===== src/rtl/bitser_pkg.sv =====
// Shared types for the bit-serial control sequencer: opcodes, FSM states, counter width helper.
// Latency: n/a (types and constant functions only).
// Backpressure: n/a.
package bitser_pkg;

  typedef enum logic [1:0] {
    OP_NOP   = 2'b00,
    OP_STORE = 2'b01,
    OP_ADD   = 2'b10,
    OP_LOAD  = 2'b11
  } opcode_e;

  typedef enum logic [1:0] {
    ST_IDLE = 2'b00,
    ST_EXEC = 2'b01,
    ST_DONE = 2'b10
  } state_e;

  // Bit-index width; DATA_W >= 2 keeps this at least 1.
  function automatic int cnt_width(input int data_w);
    return (data_w < 2) ? 1 : $clog2(data_w);
  endfunction

endpackage


===== src/rtl/bitser_decode_seq_if.sv =====
// Command/control bundle between instruction fetch (master) and the sequencer (slave).
// Latency: n/a (wires only).
// Backpressure: start is a strobe, accepted only while the sequencer is idle (o_busy low).
// Signals: i_instr/i_start/i_hold driven by master; o_busy/o_done and o_con_* driven by slave.
interface bitser_decode_seq_if
  import bitser_pkg::*;
#(
  parameter int DATA_W = 8
);
  localparam int CNT_W = cnt_width(DATA_W);

  logic [1:0]       i_instr;
  logic             i_start;
  logic             i_hold;
  logic             o_busy;
  logic             o_done;
  logic [CNT_W-1:0] o_con_mux8;
  logic             o_con_mux;
  logic             o_con_muxalu;
  logic             o_con_carry_clr;
  logic             o_con_gpr_region;
  logic             o_con_gpr_write;
  logic             o_con_gpr_shift;
  logic             o_con_mem_write;
  logic             o_con_pcincr;

  modport master (
    output i_instr, i_start, i_hold,
    input  o_busy, o_done, o_con_mux8, o_con_mux, o_con_muxalu, o_con_carry_clr,
           o_con_gpr_region, o_con_gpr_write, o_con_gpr_shift, o_con_mem_write, o_con_pcincr
  );

  modport slave (
    input  i_instr, i_start, i_hold,
    output o_busy, o_done, o_con_mux8, o_con_mux, o_con_muxalu, o_con_carry_clr,
           o_con_gpr_region, o_con_gpr_write, o_con_gpr_shift, o_con_mem_write, o_con_pcincr
  );

endinterface


===== src/rtl/bitser_bit_counter.sv =====
// Bit index counter 0..DATA_W-1 with wrap at DATA_W-1 (not at 2^CNT_W-1).
// Latency: count updates one cycle after enable; o_last is combinational from the count.
// Backpressure: i_enable low freezes the count; i_clear has priority over i_enable.
// Ports: i_clk, i_rst (async, active-high), i_clear, i_enable, o_count, o_last.
module bitser_bit_counter
  import bitser_pkg::*;
#(
  parameter int DATA_W = 8,
  localparam int CNT_W = cnt_width(DATA_W)
) (
  input  logic             i_clk,
  input  logic             i_rst,
  input  logic             i_clear,
  input  logic             i_enable,
  output logic [CNT_W-1:0] o_count,
  output logic             o_last
);

  localparam logic [CNT_W-1:0] LAST_IDX = CNT_W'(DATA_W - 1);

  logic [CNT_W-1:0] r_count;

  always_ff @(posedge i_clk or posedge i_rst) begin
    if (i_rst) begin
      r_count <= '0;
    end else if (i_clear) begin
      r_count <= '0;
    end else if (i_enable) begin
      r_count <= (r_count == LAST_IDX) ? '0 : r_count + CNT_W'(1);
    end
  end

  assign o_count = r_count;
  assign o_last  = (r_count == LAST_IDX);

endmodule


===== src/rtl/bitser_decode_seq.sv =====
// Control sequencer: steps GPR/ALU/memory controls LSB-first over DATA_W bit-cycles per opcode.
// Latency: start at edge N -> EXEC N+1..N+DATA_W, DONE N+DATA_W+1 (NOP: DONE at N+1); 1-cycle IDLE gap.
// Backpressure: i_start ignored while busy; with BITSER_HOLD_EN defined, i_hold stalls EXEC.
// Ports: i_clk, i_rst (async, active-high), io_seq (slave modport: instr/start/hold in, busy/done/con_* out).
// Build option: define BITSER_HOLD_EN to honour i_hold; otherwise i_hold is ignored.
module bitser_decode_seq
  import bitser_pkg::*;
#(
  parameter int DATA_W = 8
) (
  input  logic                      i_clk,
  input  logic                      i_rst,
  bitser_decode_seq_if.slave        io_seq
);

  localparam int CNT_W = cnt_width(DATA_W);

  state_e           r_state;
  opcode_e          r_op;
  logic             w_exec;
  logic             w_hold;
  logic             w_adv;
  logic             w_act;
  logic             w_last;
  logic [CNT_W-1:0] w_count;

  assign w_exec = (r_state == ST_EXEC);

`ifdef BITSER_HOLD_EN
  assign w_hold = io_seq.i_hold;
`else
  logic w_unused_hold;
  assign w_unused_hold = io_seq.i_hold;
  assign w_hold        = 1'b0;
`endif

  // Hold only matters in EXEC; it freezes the bit index and the state together.
  assign w_adv = w_exec && !w_hold;
  // Side-effecting controls (writes, shift, carry clear) are suppressed while held.
  assign w_act = w_adv;

  // Counter is held at zero outside EXEC so every operation starts at bit 0.
  bitser_bit_counter #(.DATA_W(DATA_W)) u_bit_counter (
    .i_clk    (i_clk),
    .i_rst    (i_rst),
    .i_clear  (!w_exec),
    .i_enable (w_adv),
    .o_count  (w_count),
    .o_last   (w_last)
  );

  always_ff @(posedge i_clk or posedge i_rst) begin
    if (i_rst) begin
      r_state <= ST_IDLE;
      r_op    <= OP_NOP;
    end else begin
      case (r_state)
        ST_IDLE: begin
          if (io_seq.i_start) begin
            r_op    <= opcode_e'(io_seq.i_instr);
            r_state <= (io_seq.i_instr == OP_NOP) ? ST_DONE : ST_EXEC;
          end
        end
        ST_EXEC: begin
          if (w_adv && w_last) begin
            r_state <= ST_DONE;
          end
        end
        ST_DONE: begin
          r_state <= ST_IDLE;
        end
        default: begin
          r_state <= ST_IDLE;
        end
      endcase
    end
  end

  // Outputs decode only registered state/op/count (plus the hold gate).
  assign io_seq.o_busy           = (r_state != ST_IDLE);
  assign io_seq.o_done           = (r_state == ST_DONE);
  assign io_seq.o_con_pcincr     = (r_state == ST_DONE);
  assign io_seq.o_con_mux8       = w_exec ? w_count : '0;
  assign io_seq.o_con_mux        = w_exec && ((r_op == OP_STORE) || (r_op == OP_LOAD));
  assign io_seq.o_con_muxalu     = w_exec && (r_op == OP_ADD);
  assign io_seq.o_con_gpr_region = w_exec && (r_op == OP_STORE);
  assign io_seq.o_con_gpr_write  = w_act && ((r_op == OP_ADD) || (r_op == OP_LOAD));
  assign io_seq.o_con_gpr_shift  = w_act && (r_op != OP_NOP);
  assign io_seq.o_con_mem_write  = w_act && (r_op == OP_STORE);
  assign io_seq.o_con_carry_clr  = w_act && (r_op == OP_ADD) && (w_count == '0);

endmodule


===== src/flat_wrapper.sv =====
// flat-port wrapper written by rule: the top's interface ports become plain ports
module bitser_decode_seq_flat import bitser_pkg::*;
#(
  parameter int DATA_W = 8
)
  (i_clk, i_rst, io_seq_i_instr, io_seq_i_start, io_seq_i_hold, io_seq_o_busy, io_seq_o_done, io_seq_o_con_mux8, io_seq_o_con_mux, io_seq_o_con_muxalu, io_seq_o_con_carry_clr, io_seq_o_con_gpr_region, io_seq_o_con_gpr_write, io_seq_o_con_gpr_shift, io_seq_o_con_mem_write, io_seq_o_con_pcincr);
  bitser_decode_seq_if #(.DATA_W(DATA_W)) io_seq_i ();
  input  logic i_clk;
  input  logic i_rst;
  input wire logic [$bits(io_seq_i.i_instr)-1:0] io_seq_i_instr;
  input wire logic [$bits(io_seq_i.i_start)-1:0] io_seq_i_start;
  input wire logic [$bits(io_seq_i.i_hold)-1:0] io_seq_i_hold;
  output wire logic [$bits(io_seq_i.o_busy)-1:0] io_seq_o_busy;
  output wire logic [$bits(io_seq_i.o_done)-1:0] io_seq_o_done;
  output wire logic [$bits(io_seq_i.o_con_mux8)-1:0] io_seq_o_con_mux8;
  output wire logic [$bits(io_seq_i.o_con_mux)-1:0] io_seq_o_con_mux;
  output wire logic [$bits(io_seq_i.o_con_muxalu)-1:0] io_seq_o_con_muxalu;
  output wire logic [$bits(io_seq_i.o_con_carry_clr)-1:0] io_seq_o_con_carry_clr;
  output wire logic [$bits(io_seq_i.o_con_gpr_region)-1:0] io_seq_o_con_gpr_region;
  output wire logic [$bits(io_seq_i.o_con_gpr_write)-1:0] io_seq_o_con_gpr_write;
  output wire logic [$bits(io_seq_i.o_con_gpr_shift)-1:0] io_seq_o_con_gpr_shift;
  output wire logic [$bits(io_seq_i.o_con_mem_write)-1:0] io_seq_o_con_mem_write;
  output wire logic [$bits(io_seq_i.o_con_pcincr)-1:0] io_seq_o_con_pcincr;
  assign io_seq_i.i_instr = io_seq_i_instr;
  assign io_seq_i.i_start = io_seq_i_start;
  assign io_seq_i.i_hold = io_seq_i_hold;
  assign io_seq_o_busy = io_seq_i.o_busy;
  assign io_seq_o_done = io_seq_i.o_done;
  assign io_seq_o_con_mux8 = io_seq_i.o_con_mux8;
  assign io_seq_o_con_mux = io_seq_i.o_con_mux;
  assign io_seq_o_con_muxalu = io_seq_i.o_con_muxalu;
  assign io_seq_o_con_carry_clr = io_seq_i.o_con_carry_clr;
  assign io_seq_o_con_gpr_region = io_seq_i.o_con_gpr_region;
  assign io_seq_o_con_gpr_write = io_seq_i.o_con_gpr_write;
  assign io_seq_o_con_gpr_shift = io_seq_i.o_con_gpr_shift;
  assign io_seq_o_con_mem_write = io_seq_i.o_con_mem_write;
  assign io_seq_o_con_pcincr = io_seq_i.o_con_pcincr;
  bitser_decode_seq #(.DATA_W(DATA_W)) u_core (.i_clk(i_clk), .i_rst(i_rst), .io_seq(io_seq_i));
endmodule

===== config.mk =====
export PLATFORM = sky130hd
export DESIGN_NAME = bitser_decode_seq_flat
export DESIGN_NICKNAME = d
export VERILOG_FILES = /design/src/rtl/bitser_pkg.sv /design/src/rtl/bitser_decode_seq_if.sv /design/src/rtl/bitser_bit_counter.sv /design/src/rtl/bitser_decode_seq.sv /design/src/flat_wrapper.sv
export SDC_FILE = /design/constraint.sdc
export NUM_CORES = 1
export LEC_CHECK = 0
export CORE_AREA = 5 5 42 44
export DETAILED_ROUTE_END_ITERATION = 10
export DIE_AREA = 0 0 47 49
export PLACE_DENSITY = 0.66
export SETUP_SLACK_MARGIN = 0.05
export SYNTH_ARGS = -nofsm -noshare
export SYNTH_HDL_FRONTEND = slang
export SYNTH_SLANG_ARGS = --single-unit
export TNS_END_PERCENT = 1

===== constraint.sdc =====
create_clock -name i_clk -period 2.75 [get_ports i_clk]
set_input_delay 0.55 -clock i_clk [delete_from_list [all_inputs] [get_ports i_clk]]
set_output_delay 0.55 -clock i_clk [all_outputs]
set_load 0.02 [all_outputs]

After elaboration in Yosys (flattened, before gate mapping)
Cells that the tools add are included.
{ "classes": {"muxes": 7, "n_addsub": 1, "reduce_logical": 16, "n_eq_ne": 8} }
{ "op_table": {"columns": ["op", "n"], "rows": [
  ["3-bit 2-to-1 mux", 3],
  ["1-bit logical AND", 7],
  ["2-bit equality test, second input constant", 3],
  ["2-bit 2-to-1 mux", 3],
  ["2-bit by 1-bit equality test with 1-bit output, second input constant", 2],
  ["2-bit logical NOT", 2],
  ["2-bit != test, second input constant", 2],
  ["2-bit one-hot mux with 2 select lines", 1],
  ["2-bit AND reduction", 2],
  ["2-bit nonzero test", 2],
  ["3-bit by 1-bit adder with 3-bit output, second input constant", 1],
  ["3-bit equality test, second input constant", 1],
  ["3-bit logical NOT", 1],
  ["1-bit logical OR", 2]
]} }
{ "totals": {"register_bits": 7, "inputBits": 6, "wordCells": 35} }

Longest topological paths before layout
Gate-level depths: netlist (run 1).
{ "depth": {"ltp_word": 4, "depth_mapped": 4, "ltp_nobuf": 4} }

Cells and area by module
Synthesis (run 1) repeated with hierarchy kept, for this count alone.
{ "unflattened": {"cells_unflattened": 46, "hier_area_um2": 452.9} }
{ "by_module_without_submodules": {"columns": ["mod", "area_per_inst_um2", "seq_area_each_um2", "cells_each", "instances"], "rows": [
  ["bitser_decode_seq", 297.8, 100.1, 33, 1],
  ["bitser_bit_counter", 155.1, 75.1, 13, 1]
]} }

Worst setup path after synthesis (run 1)
No wires, ideal clock.
{ "synth_path": {"kind": "register to output", "from": "reg u_core.r_state[0]", "to": "out io_seq_o_con_mem_write", "t_arrival_ns": 1.318, "path_stages_with_launch": 5, "t_required_ns": 2.200, "setup_slack_ns": 0.882, "path_buffers": 1, "cell_sequence": "dfrtp_1 > nor2b_2 > and2_1 > and2b_1 > buf_4"} }
{ "synth_via": {"elab_chain_cells": 2} }
{ "synth_lines": {"columns": ["item", "line_no", "rtl"], "rows": [
  ["start, declared", "bitser_decode_seq.sv:18", "state_e r_state;"],
  ["start signal, assigned", "bitser_decode_seq.sv:61", "r_state <= (io_seq.i_instr == OP_NOP) ? ST_DONE : ST_EXEC;"],
  ["2-bit by 1-bit equality test with 1-bit output", "bitser_decode_seq.sv:27", "assign w_exec = (r_state == ST_EXEC);"],
  ["1-bit logical AND", null, null],
  ["end, declared", "flat_wrapper.sv:22", "output wire logic [$bits(io_seq_i.o_con_mem_write)-1:0] io_seq_o_con_mem_write;"]
]} }
Every way passes these cells.

Final worst setup path (run 1)
{ "layout_path": {"from": "reg u_core.r_state[1]", "to": "out io_seq_o_con_carry_clr"} }
{ "layout_via": {"elab_chain_cells": 3} }
{ "layout_lines": {"columns": ["item", "line_no", "rtl"], "rows": [
  ["2-bit by 1-bit equality test with 1-bit output", "bitser_decode_seq.sv:27", null],
  ["1-bit logical AND (2 in series)", "bitser_decode_seq.sv:90", "assign io_seq.o_con_carry_clr = w_act && (r_op == OP_ADD) && (w_count == '0);"],
  ["end, declared", "flat_wrapper.sv:18", "output wire logic [$bits(io_seq_i.o_con_carry_clr)-1:0] io_seq_o_con_carry_clr;"]
]} }
Every way passes these cells.

==> results by group, run 1 <==
Yosys
  – Number of distinct library cells after synthesis: 20
  – Main synth FF type: dfrtp_1
  – Post-synth EDFFs: 0
  – Post-synth ARST share: 100.0%
  – Most common cell in the netlist: dfrtp_1
  – Syn Inst Count: 43
  – Sequential element share of the synthesized area: 39.44%
  – Top post-synthesis cells by area: dfrtp_1, ha_1, mux2_4
  – Syn Area/Cell: 10.33 um2
  – Most common library cells after synthesis: dfrtp_1, nor2_1, and2_1, inv_1
  – Synth top area share: 39.44%
  – Synthesis Warnings: 0
  – Largest area contributor in the synthesized netlist: dfrtp_1
  – Post-synthesis cell area: 444.2 um2
  – Post-synthesis net count: 52
  – Synth Register Bits: 7

Job
  – Max-cap violations: 0

STA
  – Fin. Hold Viols: 0
  – Slew headroom: 83.05%
  – Fin crit period: roughly 2.4 ns
  – Least-Margin Pin Slew: 0.2540 ns
  – Layout Skew: 0.0002077 ns
  – Final Cycle Share: 87.18%
  – Setup TNS: 0 ns
  – RSZ-0062 raised after global routing: no
  – Setup violators final: 0
  – Peak Freq: 0.4171 GHz
  – Fin. max-slew vios: 0

Floorplanning
  – Die height: 49 um
  – Initial Util: between 30% and 40%
  – # IOs: 19
  – Core Region: 0.001401 mm2
  – Site Rows: 14
  – Chip Width: 47 um
  – Die area: 0.002303 mm2

Drt
  – DR pass1 iterations: 2
  – Vias per std cell: 4.359
  – Initial DRC count: 3
  – Wire length per cell: roughly 9.5 um
  – WL final: 741 um
  – Drc violations: 0
  – Post-DRT Antenna Nets: 0
  – Vias: 340

Global routing
  – GRT Util Overall: 7.376%
  – GRT overflow: 0
  – Initial antenna violation count: 0
  – Largest net degree at the start of global routing: 8
  – First-pass GRT wire length: ~1200 um
  – Number of global-route vias before repair: 336

Hold path
  – Worst hold path class: reg2reg

Clock network
  – Cts hold-fix bufs: 0
  – Post_cts resized: 0
  – Setup Fix Bufs, Post-CTS: 0
  – Reg clk slew, reported paths: 0.05 ns
  – Max clock buf depth: 2
  – TritonCTS Buffers: 3
  – Root buffer cell: clkbuf_4
  – H-tree Lvls: 1
  – CTS Sinks: 7
  – CTS tree: built
  – Clk_lat worst skew: 0.24 ns

Finish
  – Synth-to-layout area growth: 45.35%
  – Layout cells sized above 1: 16.13%
  – Final nets: 72
  – Non-filler cells, final: just under 80
  – Antenna diodes: 0
  – Fillers: 143

Power
  – Worst VDD drop: 395.6 uV
  – Leak Pwr: 0.3025 nW
  – Power Dens Cells: roughly 1200 mW/mm2

Setup path
  – Crit-path max FO: 6
  – Setup crit end kind: output pin
  – Crit path launch type: flop
  – Critical Path RT: 2.20 ns
  – Crit Path Class: reg2out
  – Critical Path AT: ~1.9 ns

Place
  – HPWL after DPL: 649.9 um
  – Placed cells: 74
  – Port Buffers: 17
  – GPL Wtd Cong: 0.6450

Run status
  – Outcome: finished, final reports clean
==> power breakdown <==
group	switching (mW)	total (mW)	internal, mW
Sequential	0.0452	0.193	0.148
Clock	0.0338	0.0889	0.0551
Combinational	0.214	0.465	0.251
==> cells by family (layout without fill, tap and decap cells) <==
| logic type | count (synthesis) | count (layout) | share of synthesized area (%) |
|---|---|---|---|
| muxes | 2 | 2 | 6.761 |
| AOI/OAI and AO/OA | 3 | 3 | 3.942 |
| buffers and inverters | 6 | 25 | 6.759 |
| DFF | 7 | 7 | 39.44 |
| adders and majority gates | 3 | 3 | 8.452 |
| and+or+nand+nor | 22 | 22 | 34.65 |
==> per-layer routing <==
metal  GRT usage (%)  wire, um  up-vias
li1                -         -      173
met1           7.640       320      154
met2           10.86       350       13
met3           1.476        70        0
met4           8.295         0        0
met5               0         0        -
==> state kept, by name, summed over array words and instances, names as in the netlist <==
signal                        count
u_core.r_op                       2
u_core.r_state                    2
u_core.u_bit_counter.o_count      3
==> worst max-delay path, stage by stage (launching register included) <==
cell and delay (ns):
dfrtp_1 0.43, nand2b_4 0.19, nor3b_2 0.21, and3b_1 0.17
clkdlybuf4s50_1 0.59
==> cell type report <==
type | instances | area [um2] | area share, %
clock buffer | 4 | 26.28 | 4.070
timing repair buffer | 17 | 170.2 | 26.36
sequential | 7 | 175.2 | 27.13
multi-input combinational | 30 | 239.0 | 37.02
tap | 16 | 20.02 | 3.101
inverter | 4 | 15.01 | 2.326
==> placed cells by master, fill, tap and decap left out <==
cell type | synthesis | layout
inv_1 | 4 | 4
nor2b_2 | 1 | 1
nor2_4 | 1 | 1
nand2b_4 | 1 | 1
and2_1 | 4 | 4
mux2_4 | 2 | 2
clkdlybuf4s50_1 | 0 | 17
dfrtp_1 | 7 | 7
nor3b_2 | 1 | 1
nor3_1 | 1 | 1
or2_4 | 1 | 1
and3b_1 | 1 | 1
ha_1 | 3 | 3
nor3b_1 | 1 | 1
and2b_1 | 3 | 3
nor2_1 | 6 | 6
o21ai_0 | 1 | 1
a21oi_1 | 1 | 1
or2b_1 | 1 | 1
clkbuf_1 | 0 | 1
a22oi_1 | 1 | 1
clkbuf_4 | 0 | 3
==> worst paths after layout <==
| check | from | to | slack [ns] | depth (start not counted) |
|---|---|---|---|---|
| min in group asynchronous | i_rst | u_core.r_state[1]$_DFFE_PP0P_ | 0.54 | 2 |
| worst max register to register | u_core.r_state[0]$_DFFE_PP0P_ | u_core.r_op[1]$_DFFE_PP0P_ | 1.49 | 3 |
| worst min register to register | u_core.u_bit_counter.o_count[0]$_DFF_PP0_ | u_core.u_bit_counter.o_count[0]$_DFF_PP0_ | 0.47 | 1 |
| worst min-delay path | u_core.u_bit_counter.o_count[0]$_DFF_PP0_ | u_core.u_bit_counter.o_count[0]$_DFF_PP0_ | 0.47 | 1 |
| max in group asynchronous | i_rst | u_core.r_op[1]$_DFFE_PP0P_ | 2.01 | 2 |
| worst max-delay path | u_core.r_state[1]$_DFFE_PP0P_ | io_seq_o_con_carry_clr | 0.35 | 4 |
==> through the flow <==
| stage | utilization, % | hold WS (ns) | area [um2] | setup slack [ns] | power [mW] |
|---|---|---|---|---|---|
| after floorplan | - | 0.3534 | 444.2 | 0.8821 | 0.4843 |
| after global placement | 44.20 | 0.4629 | 619.3 | 0.5931 | 0.6639 |
| after detailed placement | 44.20 | 0.4605 | 619.3 | 0.6011 | 0.6682 |
| after CTS | 46.07 | 0.4672 | 645.6 | 0.3284 | 0.7616 |
| after global routing | 46.07 | 0.4891 | 645.6 | 0.2343 | 0.8075 |
| final | 46.07 | 0.4652 | 645.6 | 0.3524 | 0.7470 |
No activity file was read; power rests on OpenSTA's default activity.
==> run 2, diff against run 1 <==
--- a/config.mk
+++ b/config.mk
@@ -8,9 +8,10 @@
 export CORE_AREA = 5 5 42 44
 export DETAILED_ROUTE_END_ITERATION = 10
 export DIE_AREA = 0 0 47 49
-export PLACE_DENSITY = 0.66
+export PLACE_DENSITY = 0.67
 export SETUP_SLACK_MARGIN = 0.05
 export SYNTH_ARGS = -nofsm -noshare
 export SYNTH_HDL_FRONTEND = slang
+export SYNTH_HIERARCHICAL = 1
 export SYNTH_SLANG_ARGS = --single-unit
 export TNS_END_PERCENT = 1
==> results by group, run 2 <==
Run status
  – Outcome: finished, final reports clean

Clock network
  – Root buffer cell: clkbuf_4
  – Setup Fix Bufs, Post-CTS: 0 (unchanged)
  – CTS Sinks: 7 (unchanged)
  – Clk_lat worst skew: 0.25 ns (about the same)
  – Max clock buf depth: 2 (unchanged)
  – Reg clk slew, reported paths: 0.05 ns (about the same)
  – Cts hold-fix bufs: 0 (unchanged)
  – TritonCTS Buffers: 3 (unchanged)
  – Post_cts resized: 0 (unchanged)
  – H-tree Lvls: 1 (unchanged)
  – CTS tree: built

Yosys
  – Most common library cells after synthesis: dfrtp_1, nor2_1, inv_1
  – Post-synth EDFFs: 0 (unchanged)
  – Synth Register Bits: 7 (unchanged)
  – Main synth FF type: dfrtp_1
  – Post-synthesis net count: 54 (+3.8%)
  – Top post-synthesis cells by area: dfrtp_1, mux2_4, nor2_1
  – Synth top area share: 38.67% (-0.76 points)
  – Post-synthesis cell area: 452.9 um2 (+2.0%)
  – Number of distinct library cells after synthesis: 24 (+20%)
  – Syn Inst Count: 46 (+7.0%)
  – Largest area contributor in the synthesized netlist: dfrtp_1
  – Synthesis Warnings: 6 (+6)
  – Syn Area/Cell: 9.846 um2 (-4.7%)
  – Post-synth ARST share: 100.0% (unchanged)
  – Sequential element share of the synthesized area: 38.67% (-0.76 points)

Place
  – HPWL after DPL: 694.5 um (+6.9%)
  – GPL Wtd Cong: 0.7446 (+15%)
  – Port Buffers: 17 (unchanged)
  – Setup WS pre-CTS: 0.5700 ns (-0.03108 ns)

Power
  – Leak Pwr: 0.3183 nW (+5.2%)
  – Overall power: 0.8943 mW (+20%)
  – Worst VDD drop: 613.6 uV (+55%)
  – Power Dens Cells: 1367 mW/mm2 (+18%)

Finish
  – Finished Core Util: 46.70% (+0.62 points)
  – Max FFs per register: 3 (unchanged)
  – Final nets: 74 (+2.8%)
  – Antenna diodes: 0 (unchanged)
  – Layout cells sized above 1: 18.46% (+2.3 points)
  – Most frequent cells in the layout: clkdlybuf4s50_1, nor2_1, dfrtp_1, inv_1
  – Synth-to-layout area growth: 44.48%
  – Commonest non-fill, non-tap cell in the layout: clkdlybuf4s50_1

Drt
  – Initial DRC count: 4 (+1)
  – WL final: 825 um (+11%)
  – Vias per std cell: 4.543 (+4.2%)
  – Wire length per cell: 10.19 um (+7.2%)
  – DR pass1 iterations: 2 (unchanged)
  – Drc violations: 0 (unchanged)
  – Vias: 368 (+8.2%)
  – Post-DRT Antenna Nets: 0 (unchanged)

Global routing
  – First-pass GRT wire length: 1469 um (+22%)
  – GRT Util Overall: 8.748% (+1.4 points)
  – Initial antenna violation count: 0 (unchanged)
  – GRT overflow: 0 (unchanged)
  – Number of global-route vias before repair: 366 (+8.9%)
  – Largest net degree at the start of global routing: 11 (+3)

STA
  – Min Hold Slack: 0.4929 ns (+0.02773 ns)
  – Fin. Hold Viols: 0 (unchanged)
  – Setup TNS: 0 ns (unchanged)
  – Slew headroom: 83.29% (+0.24 points)
  – Setup violators final: 0 (unchanged)
  – Final Cycle Share: 88.36% (+1.2 points)
  – Fin crit period: 2.430 ns (+0.03244 ns)
  – Layout Skew: 0.001878 ns (+0.001671 ns)
  – RSZ-0062 raised after global routing: no
  – Least-Margin Pin Slew: 0.2472 ns (-0.006750 ns)
  – Peak Freq: 0.4115 GHz (-1.3%)
  – Fin. max-slew vios: 0 (unchanged)
  – Worst setup margin: 0.3200 ns (-0.03244 ns)

Floorplanning
  – # IOs: 19 (unchanged)
  – Die area: 0.002303 mm2 (unchanged)
  – Chip Width: 47 um (unchanged)
  – Die height: 49 um (unchanged)
  – Site Rows: 14 (unchanged)
  – Core Region: 0.001401 mm2 (unchanged)
  – Initial Util: 32.32% (+0.62 points)

Setup path
  – Setup crit end kind: output pin
  – Crit-path cells: and2b_4 -> nand2_1 -> nor3_1 -> clkdlybuf4s50_1
  – Critical Path AT: 1.88 ns (+0.03 ns)
  – Crit Path Class: reg2out
  – Slowest cell on the critical path: clkdlybuf4s50_1
  – Crit path depth: 4 (unchanged)
  – Crit-path max FO: 10 (+4)
  – R2R cell count: 4 (+1)
  – Crit-path leading delay family: buffers and inverters
  – Worst path bufs/invs: 1 (unchanged)
  – Critical Path RT: 2.20 ns (about the same)
  – Crit path launch type: flop
  – Slowest stage delay, CP: 0.63 ns (+0.04 ns)

Hold path
  – Worst hold path class: in2async

Job
  – Max-cap violations: 0 (unchanged)
-- run 2: final timing paths --
check | startpoint | to | slack (ns)
worst max register to register | u_core/u_bit_counter/o_count[0]$_DFFE_PP0P_ | u_core/u_bit_counter/o_count[0]$_DFFE_PP0P_ | 1.36
worst max-delay path | u_core/r_state[1]$_DFFE_PP0P_ | io_seq_o_con_carry_clr | 0.32
min in group i_clk | u_core/r_state[1]$_DFFE_PP0P_ | u_core/r_state[0]$_DFFE_PP0P_ | 0.49
worst min register to register | u_core/r_state[1]$_DFFE_PP0P_ | u_core/r_state[0]$_DFFE_PP0P_ | 0.49
worst min-delay path | i_rst | u_core/u_bit_counter/o_count[0]$_DFFE_PP0P_ | 0.49
max in group asynchronous | i_rst | u_core/r_state[0]$_DFFE_PP0P_ | 2.09
-- run 2: through the flow --
step,instances,instance area [um2]
2_1_floorplan,46,452.9
3_3_place_gp,77,628.1
3_5_place_dp,77,628.1
4_1_cts,81,654.4
5_1_grt,81,654.4
6_report,81,654.4
-- run 2: cells by family after synthesis --
logic type	share of synthesized area (%)
simple gates	30.67
buf+inv	7.458
flops	38.67
mux	13.54
compound gates	4.142
fa+ha+maj	5.524
-- run 2: where the power goes --
group / leakage, nW / total, mW / switching, mW / internal, mW
logic: 0.218 / 0.602 / 0.283 / 0.319
registers: 0.0849 / 0.202 / 0.0508 / 0.151
clock network: 0.0150 / 0.0899 / 0.0347 / 0.0552
total: 0.318 / 0.894 / 0.369 / 0.525
-- run 2: area by class of cell --
class | count | area, um2
flip-flops and latches | 7 | 175.2
fillers | 140 | 747.0
inverters | 5 | 18.77
multi-input cells | 32 | 244.0
repair buffers | 17 | 170.2
clock buffers | 4 | 26.28
well taps | 16 | 20.02
-- run 2: layer usage --
metal  vias to the layer above  track usage [%]  wire [um]
met1                       170            9.751        355
li1                        187                -          -
met2                        11            13.35        409
met4                         0            2.765          0
met5                         -                0          0
met3                         0            5.535         60
==> run 3, diff against run 2 <==
--- a/config.mk
+++ b/config.mk
@@ -8,7 +8,7 @@
 export CORE_AREA = 5 5 42 44
 export DETAILED_ROUTE_END_ITERATION = 10
 export DIE_AREA = 0 0 47 49
-export PLACE_DENSITY = 0.67
+export PLACE_DENSITY = 0.77
 export SETUP_SLACK_MARGIN = 0.05
 export SYNTH_ARGS = -nofsm -noshare
 export SYNTH_HDL_FRONTEND = slang
==> results by group, run 3 (synthesized netlist as in run 2, its figures left out) <==
Setup path
  – Crit Path Class: reg2out
  – Crit path launch type: flop
  – Crit path to: io_seq_o_con_carry_clr
  – Crit-path max FO: 10 (unchanged)
  – Setup crit end kind: output pin
  – R2R cell count: 4 (unchanged)
  – Worst reg2reg path startpoint: u_core/u_bit_counter/o_count[0]$_DFFE_PP0P_
  – Critical Path RT: 2.20 ns (about the same)
  – R2R Setup Slk: 1.33 ns (-0.03 ns)
  – R2R Path End: u_core/u_bit_counter/o_count[0]$_DFFE_PP0P_
  – CP Launch Point: u_core/r_state[1]$_DFFE_PP0P_
  – Critical Path AT: 1.88 ns (about the same)

Place
  – Placed cells: 77 (unchanged)
  – HPWL after DPL: 745.6 um (+7.4%)
  – Port Buffers: 17 (unchanged)
  – GPL Wtd Cong: 0.6911 (-7.2%)

Finish
  – Antenna diodes: 0 (unchanged)
  – Register area: 175.2 um2 (unchanged)
  – Layout cells sized above 1: 18.46% (unchanged)
  – Area of the multi-input gates: 244.0 um2 (unchanged)
  – Synth-to-layout area growth: 44.48% (unchanged)
  – Commonest non-fill, non-tap cell in the layout: clkdlybuf4s50_1
  – Non-filler cells, final: 81 (unchanged)
  – Fillers: 144 (+2.9%)
  – Max FFs per register: 3 (unchanged)
  – Most frequent cells in the layout: clkdlybuf4s50_1, nor2_1, dfrtp_1, inv_1
  – Final nets: 74 (unchanged)

STA
  – Least-Margin Pin Slew: 0.3046 ns (+0.05741 ns)
  – Slew headroom: 79.40% (-3.9 points)
  – Peak Freq: 0.4113 GHz (about the same)
  – Setup violators final: 0 (unchanged)
  – Setup TNS: 0 ns (unchanged)
  – Fin. max-slew vios: 0 (unchanged)
  – Fin crit period: 2.431 ns (+0.001018 ns)
  – RSZ-0062 raised after global routing: no
  – Final Cycle Share: 88.40% (about the same)
  – Layout Skew: 0.005097 ns (+0.003218 ns)
  – Fin. Hold Viols: 0 (unchanged)

Drt
  – Met3 Wirelength: 81 um (+35%)
  – Post-DRT Antenna Nets: 0 (unchanged)
  – Max layer used: met4
  – Wire length per cell: 11.12 um (+9.2%)
  – WL final: 901 um (+9.2%)
  – Vias per std cell: 4.642 (+2.2%)
  – Vias: 376 (+2.2%)
  – DR pass1 iterations: 4 (+2)
  – Initial DRC count: 5 (+1)
  – DRT met1 WL: 389 um (+9.6%)
  – Met2 WL: 408 um (-0.24%)
  – Drc violations: 0 (unchanged)

Run status
  – Outcome: finished, final reports clean

Floorplanning
  – Core Region: 0.001401 mm2 (unchanged)
  – Die height: 49 um (unchanged)
  – Die area: 0.002303 mm2 (unchanged)
  – # IOs: 19 (unchanged)
  – Chip Width: 47 um (unchanged)
  – Initial Util: 32.32% (unchanged)
  – Site Rows: 14 (unchanged)

Clock network
  – Post_cts resized: 0 (unchanged)
  – Clk_lat worst skew: 0.25 ns (about the same)
  – H-tree Lvls: 1 (unchanged)
  – Cts hold-fix bufs: 0 (unchanged)
  – TritonCTS Buffers: 3 (unchanged)
  – Max clock buf depth: 2 (unchanged)
  – Reg clk slew, reported paths: 0.05 ns (about the same)
  – Root buffer cell: clkbuf_4
  – CTS Sinks: 7 (unchanged)
  – CTS tree: built
  – Setup Fix Bufs, Post-CTS: 0 (unchanged)

Power
  – Overall power: 0.9047 mW (+1.2%)
  – Leak Pwr: 0.3183 nW (unchanged)
  – Power Dens Cells: 1383 mW/mm2 (+1.2%)
  – Worst VDD drop: 467.4 uV (-24%)

Global routing
  – First-pass GRT wire length: 1428 um (-2.8%)
  – GRT Util Overall: 8.936% (+0.19 points)
  – Largest net degree at the start of global routing: 11 (unchanged)
  – Number of global-route vias before repair: 323 (-12%)
  – Initial antenna violation count: 0 (unchanged)
  – GRT overflow: 0 (unchanged)

Job
  – Max-cap violations: 0 (unchanged)

Hold path
  – Worst hold path class: in2async
## run 3: power by group
group | leakage [nW] | total [mW] | switching (mW) | internal (mW)
logic | 0.218 | 0.612 | 0.292 | 0.320
clock network | 0.0150 | 0.0909 | 0.0357 | 0.0552
registers | 0.0849 | 0.202 | 0.0506 | 0.151
total | 0.318 | 0.905 | 0.378 | 0.527
## run 3: layer usage
layer	GRT usage, %	vias to the layer above
li1	-	184
met1	9.888	175
met2	12.22	15
met3	3.690	2
met4	8.295	0
met5	0	-
## run 3: final cells by class
class	count	share of cell area (%)
tap	16	3.059
inverter	5	2.868
clock buffer	4	4.015
multi-input combinational	32	37.28
sequential	7	26.77
timing repair buffer	17	26.00
## run 3: critical path, cell delays in order (launching register included)
cell and delay, ns:
dfrtp_1 0.41, and2b_4 0.32, nand2_1 0.10, nor3_1 0.17, clkdlybuf4s50_1 0.63
## run 3: worst min path at each step
| stage | start | to | slack [ns] | cells past startpoint |
|---|---|---|---|---|
| final | i_rst | u_core/u_bit_counter/o_count[2]$_DFFE_PP0P_ | 0.49 | 2 |
| after floorplan | i_rst | u_core/u_bit_counter/o_count[0]$_DFFE_PP0P_ | 0.30 | 1 |
| after detailed placement | u_core/r_state[1]$_DFFE_PP0P_ | u_core/r_state[0]$_DFFE_PP0P_ | 0.48 | 1 |
| after global placement | u_core/r_state[1]$_DFFE_PP0P_ | u_core/r_state[0]$_DFFE_PP0P_ | 0.48 | 1 |
| after CTS | i_rst | u_core/u_bit_counter/o_count[2]$_DFFE_PP0P_ | 0.49 | 2 |
| after global routing | u_core/r_state[1]$_DFFE_PP0P_ | u_core/r_state[0]$_DFFE_PP0P_ | 0.52 | 1 |
## run 3: per-stage QoR
stage          hold WS [ns]  util (%)  area, um2  setup WS [ns]
2_1_floorplan        0.3036         -      452.9         0.9098
3_3_place_gp         0.4825     44.82      628.1         0.5892
3_5_place_dp         0.4850     44.82      628.1         0.5764
4_1_cts              0.4893     46.70      654.4         0.2995
5_1_grt              0.5168     46.70      654.4         0.1914
6_report             0.4932     46.70      654.4         0.3190
